### src/rtl/core_pkg.sv
// rtl/core_pkg.sv - shared datapath types
package core_pkg;

  localparam int XLEN = 32;

  typedef logic [XLEN-1:0] word;

endpackage

### src/rtl/decoder_pkg.sv
// rtl/decoder_pkg.sv - decoder-facing enums: writeback mux select and M-extension ops
package decoder_pkg;

  typedef enum logic [1:0] {
    WB_ALU = 2'd0,
    WB_MEM = 2'd1,
    WB_PC4 = 2'd2,
    WB_MUL = 2'd3
  } wb_mux_t;

  // Encoding matches funct3 of the RV32M instructions (funct7 = 0000001).
  typedef enum logic [2:0] {
    MD_MUL    = 3'd0,
    MD_MULH   = 3'd1,
    MD_MULHSU = 3'd2,
    MD_MULHU  = 3'd3,
    MD_DIV    = 3'd4,
    MD_DIVU   = 3'd5,
    MD_REM    = 3'd6,
    MD_REMU   = 3'd7
  } mul_op_t;

  function automatic logic op_is_div(mul_op_t o);
    return o[2];
  endfunction

  function automatic logic op_signed_a(mul_op_t o);
    return (o == MD_MULH) || (o == MD_MULHSU) || (o == MD_DIV) || (o == MD_REM);
  endfunction

  function automatic logic op_signed_b(mul_op_t o);
    return (o == MD_MULH) || (o == MD_DIV) || (o == MD_REM);
  endfunction

endpackage

### src/rtl/mul_div_unit.sv
// rtl/mul_div_unit.sv - iterative RV32M multiply/divide, fixed 33-cycle latency
import core_pkg::*;
import decoder_pkg::*;

module mul_div_unit (
  input  logic    clk,
  input  logic    reset,
  input  logic    start,
  input  mul_op_t op,
  input  word     a,
  input  word     b,
  output logic    busy,
  output logic    valid,
  output word     result
);

  localparam logic [1:0] S_IDLE = 2'd0;
  localparam logic [1:0] S_CALC = 2'd1;
  localparam logic [1:0] S_FIX  = 2'd2;

  logic [1:0]  state_q, state_d;
  logic [4:0]  cnt_q, cnt_d;
  logic [63:0] acc_q, acc_d;
  word         opnd_q, opnd_d;
  mul_op_t     op_q, op_d;
  logic        neg_q, neg_d;
  logic        neg_rem_q, neg_rem_d;
  logic        dz_q, dz_d;
  logic        ovf_q, ovf_d;
  logic        valid_q, valid_d;
  word         result_q, result_d;

  logic        a_sgn, b_sgn;
  word         a_mag, b_mag;
  logic [32:0] add_x, add_y;
  logic [33:0] add_s;
  logic        div_mode;
  logic [63:0] prod;
  word         quo, remv, fix_res;

  always_comb begin
    a_sgn = op_signed_a(op) & a[31];
    b_sgn = op_signed_b(op) & b[31];
    a_mag = a_sgn ? (32'd0 - a) : a;
    b_mag = b_sgn ? (32'd0 - b) : b;

    // One 33-bit adder: multiplicand add for MUL*, trial subtract of the divisor for DIV*.
    div_mode = op_is_div(op_q);
    add_x    = div_mode ? acc_q[63:31] : {1'b0, acc_q[63:32]};
    add_y    = div_mode ? ~{1'b0, opnd_q} : {1'b0, opnd_q};
    add_s    = {1'b0, add_x} + {1'b0, add_y} + {33'd0, div_mode};

    prod = neg_q ? (64'd0 - acc_q) : acc_q;
    quo  = neg_q ? (32'd0 - acc_q[31:0]) : acc_q[31:0];
    remv = neg_rem_q ? (32'd0 - acc_q[63:32]) : acc_q[63:32];

    case (op_q)
      MD_MUL:                       fix_res = prod[31:0];
      MD_MULH, MD_MULHSU, MD_MULHU: fix_res = prod[63:32];
      MD_DIV, MD_DIVU:              fix_res = dz_q ? 32'hFFFF_FFFF : (ovf_q ? 32'h8000_0000 : quo);
      MD_REM, MD_REMU:              fix_res = ovf_q ? 32'd0 : remv;
      default:                      fix_res = 32'd0;
    endcase
  end

  always_comb begin
    state_d   = state_q;
    cnt_d     = cnt_q;
    acc_d     = acc_q;
    opnd_d    = opnd_q;
    op_d      = op_q;
    neg_d     = neg_q;
    neg_rem_d = neg_rem_q;
    dz_d      = dz_q;
    ovf_d     = ovf_q;
    valid_d   = 1'b0;
    result_d  = result_q;

    case (state_q)
      S_IDLE: begin
        if (start) begin
          op_d      = op;
          neg_d     = a_sgn ^ b_sgn;
          neg_rem_d = a_sgn;
          dz_d      = (b == 32'd0);
          ovf_d     = ((op == MD_DIV) || (op == MD_REM)) &&
                      (a == 32'h8000_0000) && (b == 32'hFFFF_FFFF);
          acc_d     = {32'd0, op_is_div(op) ? a_mag : b_mag};
          opnd_d    = op_is_div(op) ? b_mag : a_mag;
          cnt_d     = 5'd0;
          state_d   = S_CALC;
        end
      end
      S_CALC: begin
        // add_s[33] is the no-borrow flag of the trial subtraction.
        if (div_mode) begin
          if (add_s[33]) acc_d = {add_s[31:0], acc_q[30:0], 1'b1};
          else           acc_d = {acc_q[62:0], 1'b0};
        end else begin
          if (acc_q[0]) acc_d = {add_s[32:0], acc_q[31:1]};
          else          acc_d = {1'b0, acc_q[63:1]};
        end
        cnt_d = cnt_q + 5'd1;
        if (cnt_q == 5'd31) state_d = S_FIX;
      end
      S_FIX: begin
        result_d = fix_res;
        valid_d  = 1'b1;
        state_d  = S_IDLE;
      end
      default: state_d = S_IDLE;
    endcase
  end

  always_ff @(posedge clk) begin
    if (reset) begin
      state_q   <= S_IDLE;
      cnt_q     <= 5'd0;
      acc_q     <= 64'd0;
      opnd_q    <= 32'd0;
      op_q      <= MD_MUL;
      neg_q     <= 1'b0;
      neg_rem_q <= 1'b0;
      dz_q      <= 1'b0;
      ovf_q     <= 1'b0;
      valid_q   <= 1'b0;
      result_q  <= 32'd0;
    end else begin
      state_q   <= state_d;
      cnt_q     <= cnt_d;
      acc_q     <= acc_d;
      opnd_q    <= opnd_d;
      op_q      <= op_d;
      neg_q     <= neg_d;
      neg_rem_q <= neg_rem_d;
      dz_q      <= dz_d;
      ovf_q     <= ovf_d;
      valid_q   <= valid_d;
      result_q  <= result_d;
    end
  end

  assign busy   = (state_q != S_IDLE);
  assign valid  = valid_q;
  assign result = result_q;

endmodule

### config.mk
export PLATFORM = sky130hd
export DESIGN_NAME = mul_div_unit
export DESIGN_NICKNAME = d
export VERILOG_FILES = /design/src/rtl/core_pkg.sv /design/src/rtl/decoder_pkg.sv /design/src/rtl/mul_div_unit.sv
export SDC_FILE = /design/constraint.sdc
export NUM_CORES = 1
export LEC_CHECK = 0
export ABC_CLOCK_PERIOD_IN_PS = 4700
export CORE_MARGIN = 2
export CORE_UTILIZATION = 25
export CTS_CLUSTER_SIZE = 40
export DETAILED_ROUTE_END_ITERATION = 6
export PLACE_DENSITY_LB_ADDON = 0.25
export SYNTH_ARGS = -nofsm -noshare
export SYNTH_HDL_FRONTEND = slang
export SYNTH_SLANG_ARGS = --single-unit
### constraint.sdc
create_clock -name clk -period 4.7 [get_ports clk]
set_clock_uncertainty 0.2 [all_clocks]
set_input_delay 0.94 -clock clk [delete_from_list [all_inputs] [get_ports clk]]
set_output_delay 0.94 -clock clk [all_outputs]
set_load 0.01 [all_outputs]
### Word level (Yosys, flattened, before mapping)

Index checks and enable logic that the tools add are counted.

* register bits: 143
* output and inout port bits: 34
* logic and storage cells: 84
* bits of input ports: 70

* bitwise gates (word level): 4
* reductions and logical operators: 19
* mux-type cells: 24
* add/sub/neg operators: 8
* equal/unequal tests: 18

Operators by type and width (number)
* 64-bit two-way mux: 5
* 32-bit two-way mux: 9
* 32-bit one-hot mux with 4 select lines: 1
* 64-bit one-hot mux with 2 select lines: 1
* 1-bit by 32-bit subtractor with 32-bit output, first input constant: 4
* 33-bit two-way mux: 2
* 32-bit == test, second input constant: 2
* 1-bit by 64-bit subtractor with 64-bit output, first input constant: 1
* 33-bit by 33-bit adder with 34-bit output: 1
* 34-bit by 1-bit adder with 34-bit output: 1
* 32-bit inverter with 33-bit output: 1
* 32-bit zero test: 1
* 3-bit == test, second input constant: 6
* 5-bit one-hot mux with 2 select lines: 1
* 3-bit by 2-bit == test with 1-bit output, second input constant: 3
* 3-bit by 1-bit == test with 1-bit output, second input constant: 2
* 1-bit logical OR: 6
* 2-bit AND reduction: 3
* 5-bit by 1-bit adder with 5-bit output, second input constant: 1
* 5-bit == test, second input constant: 1
* 5-bit two-way mux: 1
* 2-bit two-way mux: 2
* 2-bit != test, second input constant: 2
* 2-bit one-hot mux with 2 select lines: 1
* 11 further kinds: 15

### Longest topological paths before layout

* depth in word-level cells: 9
* gate-level depth with buffers: 18
* gate-level depth less buffers: 12

### Least setup slack after synthesis

OpenSTA, ideal clock, no wires.

* kind: register to register
* start: register op_q[2]
* end: register acc_q[47]
* path buffers: 6
* library setup time: 0.117 ns
* path slack: -0.004 ns
* stages on the path, launching flop included: 17
* data required time: 4.383 ns
* clock period less this slack: 4.704 ns
* arrival time: 4.387 ns
* path through: dfxtp_1 clkbuf_1 clkbuf_8 clkbuf_1 buf_1 clkbuf_1 xor2_1 ha_1 nand2_1 or3_1 o21a_1 o31a_1 o21ai_2 buf_4 mux2i_1 nand2_1 a32o_1

* word-level cells in the longest chain between the ends: 6
* elaborated cells on any way between the ends: 8
* classes of those cells: 2 x add/sub; 6 x mux

Ends and longest elaborated chain
* start, declared: RTL line mul_div_unit.sv:25 `mul_op_t op_q, op_d;`
* start signal, assigned: RTL line mul_div_unit.sv:133 `op_q <= op_d;`
* 33-bit two-way mux (on tied branches): RTL line mul_div_unit.sv:49, mul_div_unit.sv:50
* 33-bit by 33-bit adder with 34-bit output: RTL line mul_div_unit.sv:51 `add_s = {1'b0, add_x} + {1'b0, add_y} + {33'd0, div_mode};`
* 34-bit by 1-bit adder with 34-bit output: RTL line mul_div_unit.sv:51
* 64-bit two-way mux (on tied branches): RTL line mul_div_unit.sv:100, mul_div_unit.sv:97
* 64-bit two-way mux *: RTL line mul_div_unit.sv:96 `if (div_mode) begin`
* 64-bit one-hot mux with 2 select lines *: RTL line mul_div_unit.sv:79 `case (state_q)`
* end signal, assigned: RTL line mul_div_unit.sv:119 `acc_q <= 64'd0;`
* end signal, assigned: RTL line mul_div_unit.sv:131 `acc_q <= acc_d;`
* end, declared: RTL line mul_div_unit.sv:23 `logic [63:0] acc_q, acc_d;`

Mark *: on every way between the ends. The rest lies on a longest branch, timed or not.
A chain may end at the register's enable or synchronous reset.

### Final worst setup path

* start: register op_q[2]
* end: register acc_q[59]

The elaborated chain is that of the path after synthesis.

==> flow_summary_export.csv <==
group,metric,value,unit
cts,root_buffer,"clkbuf_16",
route,drt-initial-drc-count,1490,
route,wirelength,57200,um
timing,hold_viol,0,
cts,cts_hold_buf,0,
floorplanning,die_area,0.0563,mm^2
final_layout,multi_input_area,0.00995,mm^2
floorplanning,core,0.0538,mm^2
route,final_antenna_net_count,0,
cts,cts_tree,"built",
floorplanning,dieWidth,237,um
timing,slew_viol_final,0,
synth,synth_area,0.0136,mm^2
cts,post_cts_buffers,0,
worst_setup_path,cpMaxStageDelayCell,"dfxtp_4",
floorplanning,num_rows,85,
power_and_ir_drop,switching_share,38.9,%
floorplanning,start_util,25.3,%
route,num_vias,14400,
route,wl_met2,25100,um
synth,synth_edf_count,0,
worst_setup_path,startpoint_type,"flop",
cts,cts_sinks,143,
job,maxCapViolations,0,
timing,rsz0062_at_grt,"no",
placement,placed_cells,2582,
power_and_ir_drop,p_leak,0.00595,uW
cts,cts_buffer_depth,2,
synth,syn_avg_cell_area,7.24,um^2
placement,globalplace.congestion,0.937,
final_layout,fin_nets,2014,
timing,fmax,233,MHz
synth,ys_async_sr_fraction,0,%
placement,io_buffers,103,
route,vias_per_cell,5.50,
route,wl_met3,2900,um
grt,grt_max_degree,85,
final_layout,fin_util,29.6,%
route,drt_drc_violations_left,0,
synth,syn-num-nets,1987,
power_and_ir_drop,intPower,2640,uW
cts,htree_levels,4,
worst_setup_path,worstPathCellList,"buf_4 -> mux2_2 -> ha_1 -> a21oi_1 -> nand2_1 -> a41o_1 -> a2111oi_0 -> o22ai_1 -> a221o_1 -> xnor2_1 -> nor2_1 -> o31ai_1",
timing,finalSetupViolations,0,
final_layout,fillerInstances,5897,
synth,synth_warnings,0,
synth,synthFlopType,"dfxtp_1",
cts,clkLatencyLatePin,0.47,ns
cts,cts_resized,0,
route,drt-met1-wl,27400,um
final_layout,antennaDiodeCount,0,
final_layout,drive_above_1_share,8.50,%
grt,antenna_found_initial,1,
worst_setup_path,path_class,"flop to flop",
final_layout,regArea,0.00287,mm^2
cts,clk_transition_reported_paths,0.07,ns
grt,grt_usage,20.0,%
route,wl_per_cell,21.9,um
placement,hpwl,45300,um
power_and_ir_drop,p_clk_share,33.9,%
timing,setup_tns,0,ns
synth,yosysUniqueCellTypes,83,
worst_setup_path,worstPathRequired,4.88,ns
grt,grt_overflow,0,
route,first_pass_iters,6,
worst_setup_path,cpPeakStageDelay,0.59,ns
final_layout,fin_area,0.0160,mm^2
worst_setup_path,critPathBufInv,1,
power_and_ir_drop,p_seq_share,32.3,%
placement,place_area,0.0153,mm^2
floorplanning,die_height,237,um
worst_setup_path,cp_max_fo,38,
floorplanning,ios,104,
power_and_ir_drop,switchingPower,1680,uW
timing,fin_crit_sh,91.4,%
grt,grt_pass1_wl,86100,um
worst_setup_path,cpLargestDelayFamily,"compound AO/OA/AOI/OAI gates",
final_layout,final_cell_mix,"nand2_1, nor2_1, a21oi_1, dfxtp_1, o21ai_0",
worst_setup_path,cp-end-kind,"flop",
final_layout,mostFrequentLayoutCell,"nand2_1",
synth,ys_seq_elements,143,
hold_path,hold_path_class,"flop to flop",
timing,slew_headroom,37.6,%
final_layout,area_growth,17.3,%
worst_setup_path,arrival,4.48,ns
synth,syn_inst,1878,
timing,worstMarginPinSlew,0.933,ns
power_and_ir_drop,finalPower,4330,uW
worst_setup_path,r2r_setup_slack,0.40,ns
status,status,"complete, no violations",
final_layout,stdcell_count,2613,
grt,grt_pass1_vias,13500,
route,top_layer_used,"met4",
power_and_ir_drop,peakVddDrop,0.217,mV
power_and_ir_drop,p_comb_share,33.8,%
timing,layout_min_cycle_time,4.30,ns
power_and_ir_drop,p_per_area,271,mW/mm^2
synth,synth-seq-area-share,21.0,%
cts,cts_buffers,17,
-- layer usage --
metal  vias to the layer above  track usage (%)
met5                         -                0
met4                         0             7.22
met3                        90             2.23
met2                       535             31.2
met1                      6868             28.4
li1                       6886                -
-- worst reg2reg max path: stages (launching register included) --
cell and delay, ns:
dfxtp_4 0.59, buf_4 0.46, mux2_2 0.42, ha_1 0.41, a21oi_1 0.26, nand2_1 0.10, a41o_1 0.21, a2111oi_0 0.43
o22ai_1 0.18, a221o_1 0.40, xnor2_1 0.24, nor2_1 0.08, o31ai_1 0.24
-- cells by family after synthesis --
group | Yosys count | synth area share [%]
xor+xnor | 186 | 12.0
fa+ha+maj | 39 | 3.64
simple gates | 623 | 21.1
flops | 143 | 21.0
compound gates | 600 | 28.6
mux | 100 | 7.67
buf+inv | 187 | 5.95
-- cells in the mapped netlist, drive strengths merged (28+ instances only) --
cell | count | area share, %
xor2 | 112 | 7.2
mux2 | 34 | 2.8
o31ai | 30 | 1.9
ha | 38 | 3.5
nand2 | 222 | 6.1
a211oi | 55 | 3.0
or3 | 28 | 1.4
dfxtp | 143 | 21
nor2 | 176 | 4.9
o21ai | 137 | 5.1
mux2i | 66 | 4.9
nor3 | 58 | 2.2
a21oi | 175 | 6.4
buf | 29 | 1.2
xnor2 | 74 | 4.8
clkbuf | 130 | 4.0
-- final timing paths --
kind | depth (start not counted) | startpoint | end
worst max-delay path | 12 | op_q[2] | acc_q[59]
worst min-delay path | 2 | result[4] | result[4]
worst max register to register | 12 | op_q[2] | acc_q[59]
worst min register to register | 2 | result[4] | result[4]
-- final cells by class --
type / instances / area share [%]
multi-input combinational: 1548 / 62.4
clock inverter: 12 / 1.01
sequential: 143 / 18.0
timing repair buffer: 167 / 9.73
tap: 696 / 5.46
clock buffer: 19 / 2.78
inverter: 28 / 0.659
-- through the flow --
step | setup WS (ns) | hold WS, ns
CTS | 0.436 | 0.261
finish | 0.402 | 0.257
floorplan | 0.143 | 0.228
global placement | 0.327 | 0.241
global route | 0.106 | 0.286
detailed placement | 0.316 | 0.246
-- sequential cells by signal, summed over array words and instances, names as in the netlist --
register and count:
cnt_q 5, dz_q 1, opnd_q 32, ovf_q 1, acc_q 64, valid 1
op_q 3, state_q 2, neg_rem_q 1, result 32, neg_q 1
-- power by group through the flow --
stage	Clock [uW]	Combinational [uW]	Sequential, uW
6_report	1470	1460	1400
3_3_place_gp	0	1430	1420
5_1_grt	1520	1580	1410
3_5_place_dp	0	1430	1420
2_1_floorplan	0	978	1350
4_1_cts	1490	1440	1400
Note: power is estimated with default switching activity, not from simulation.
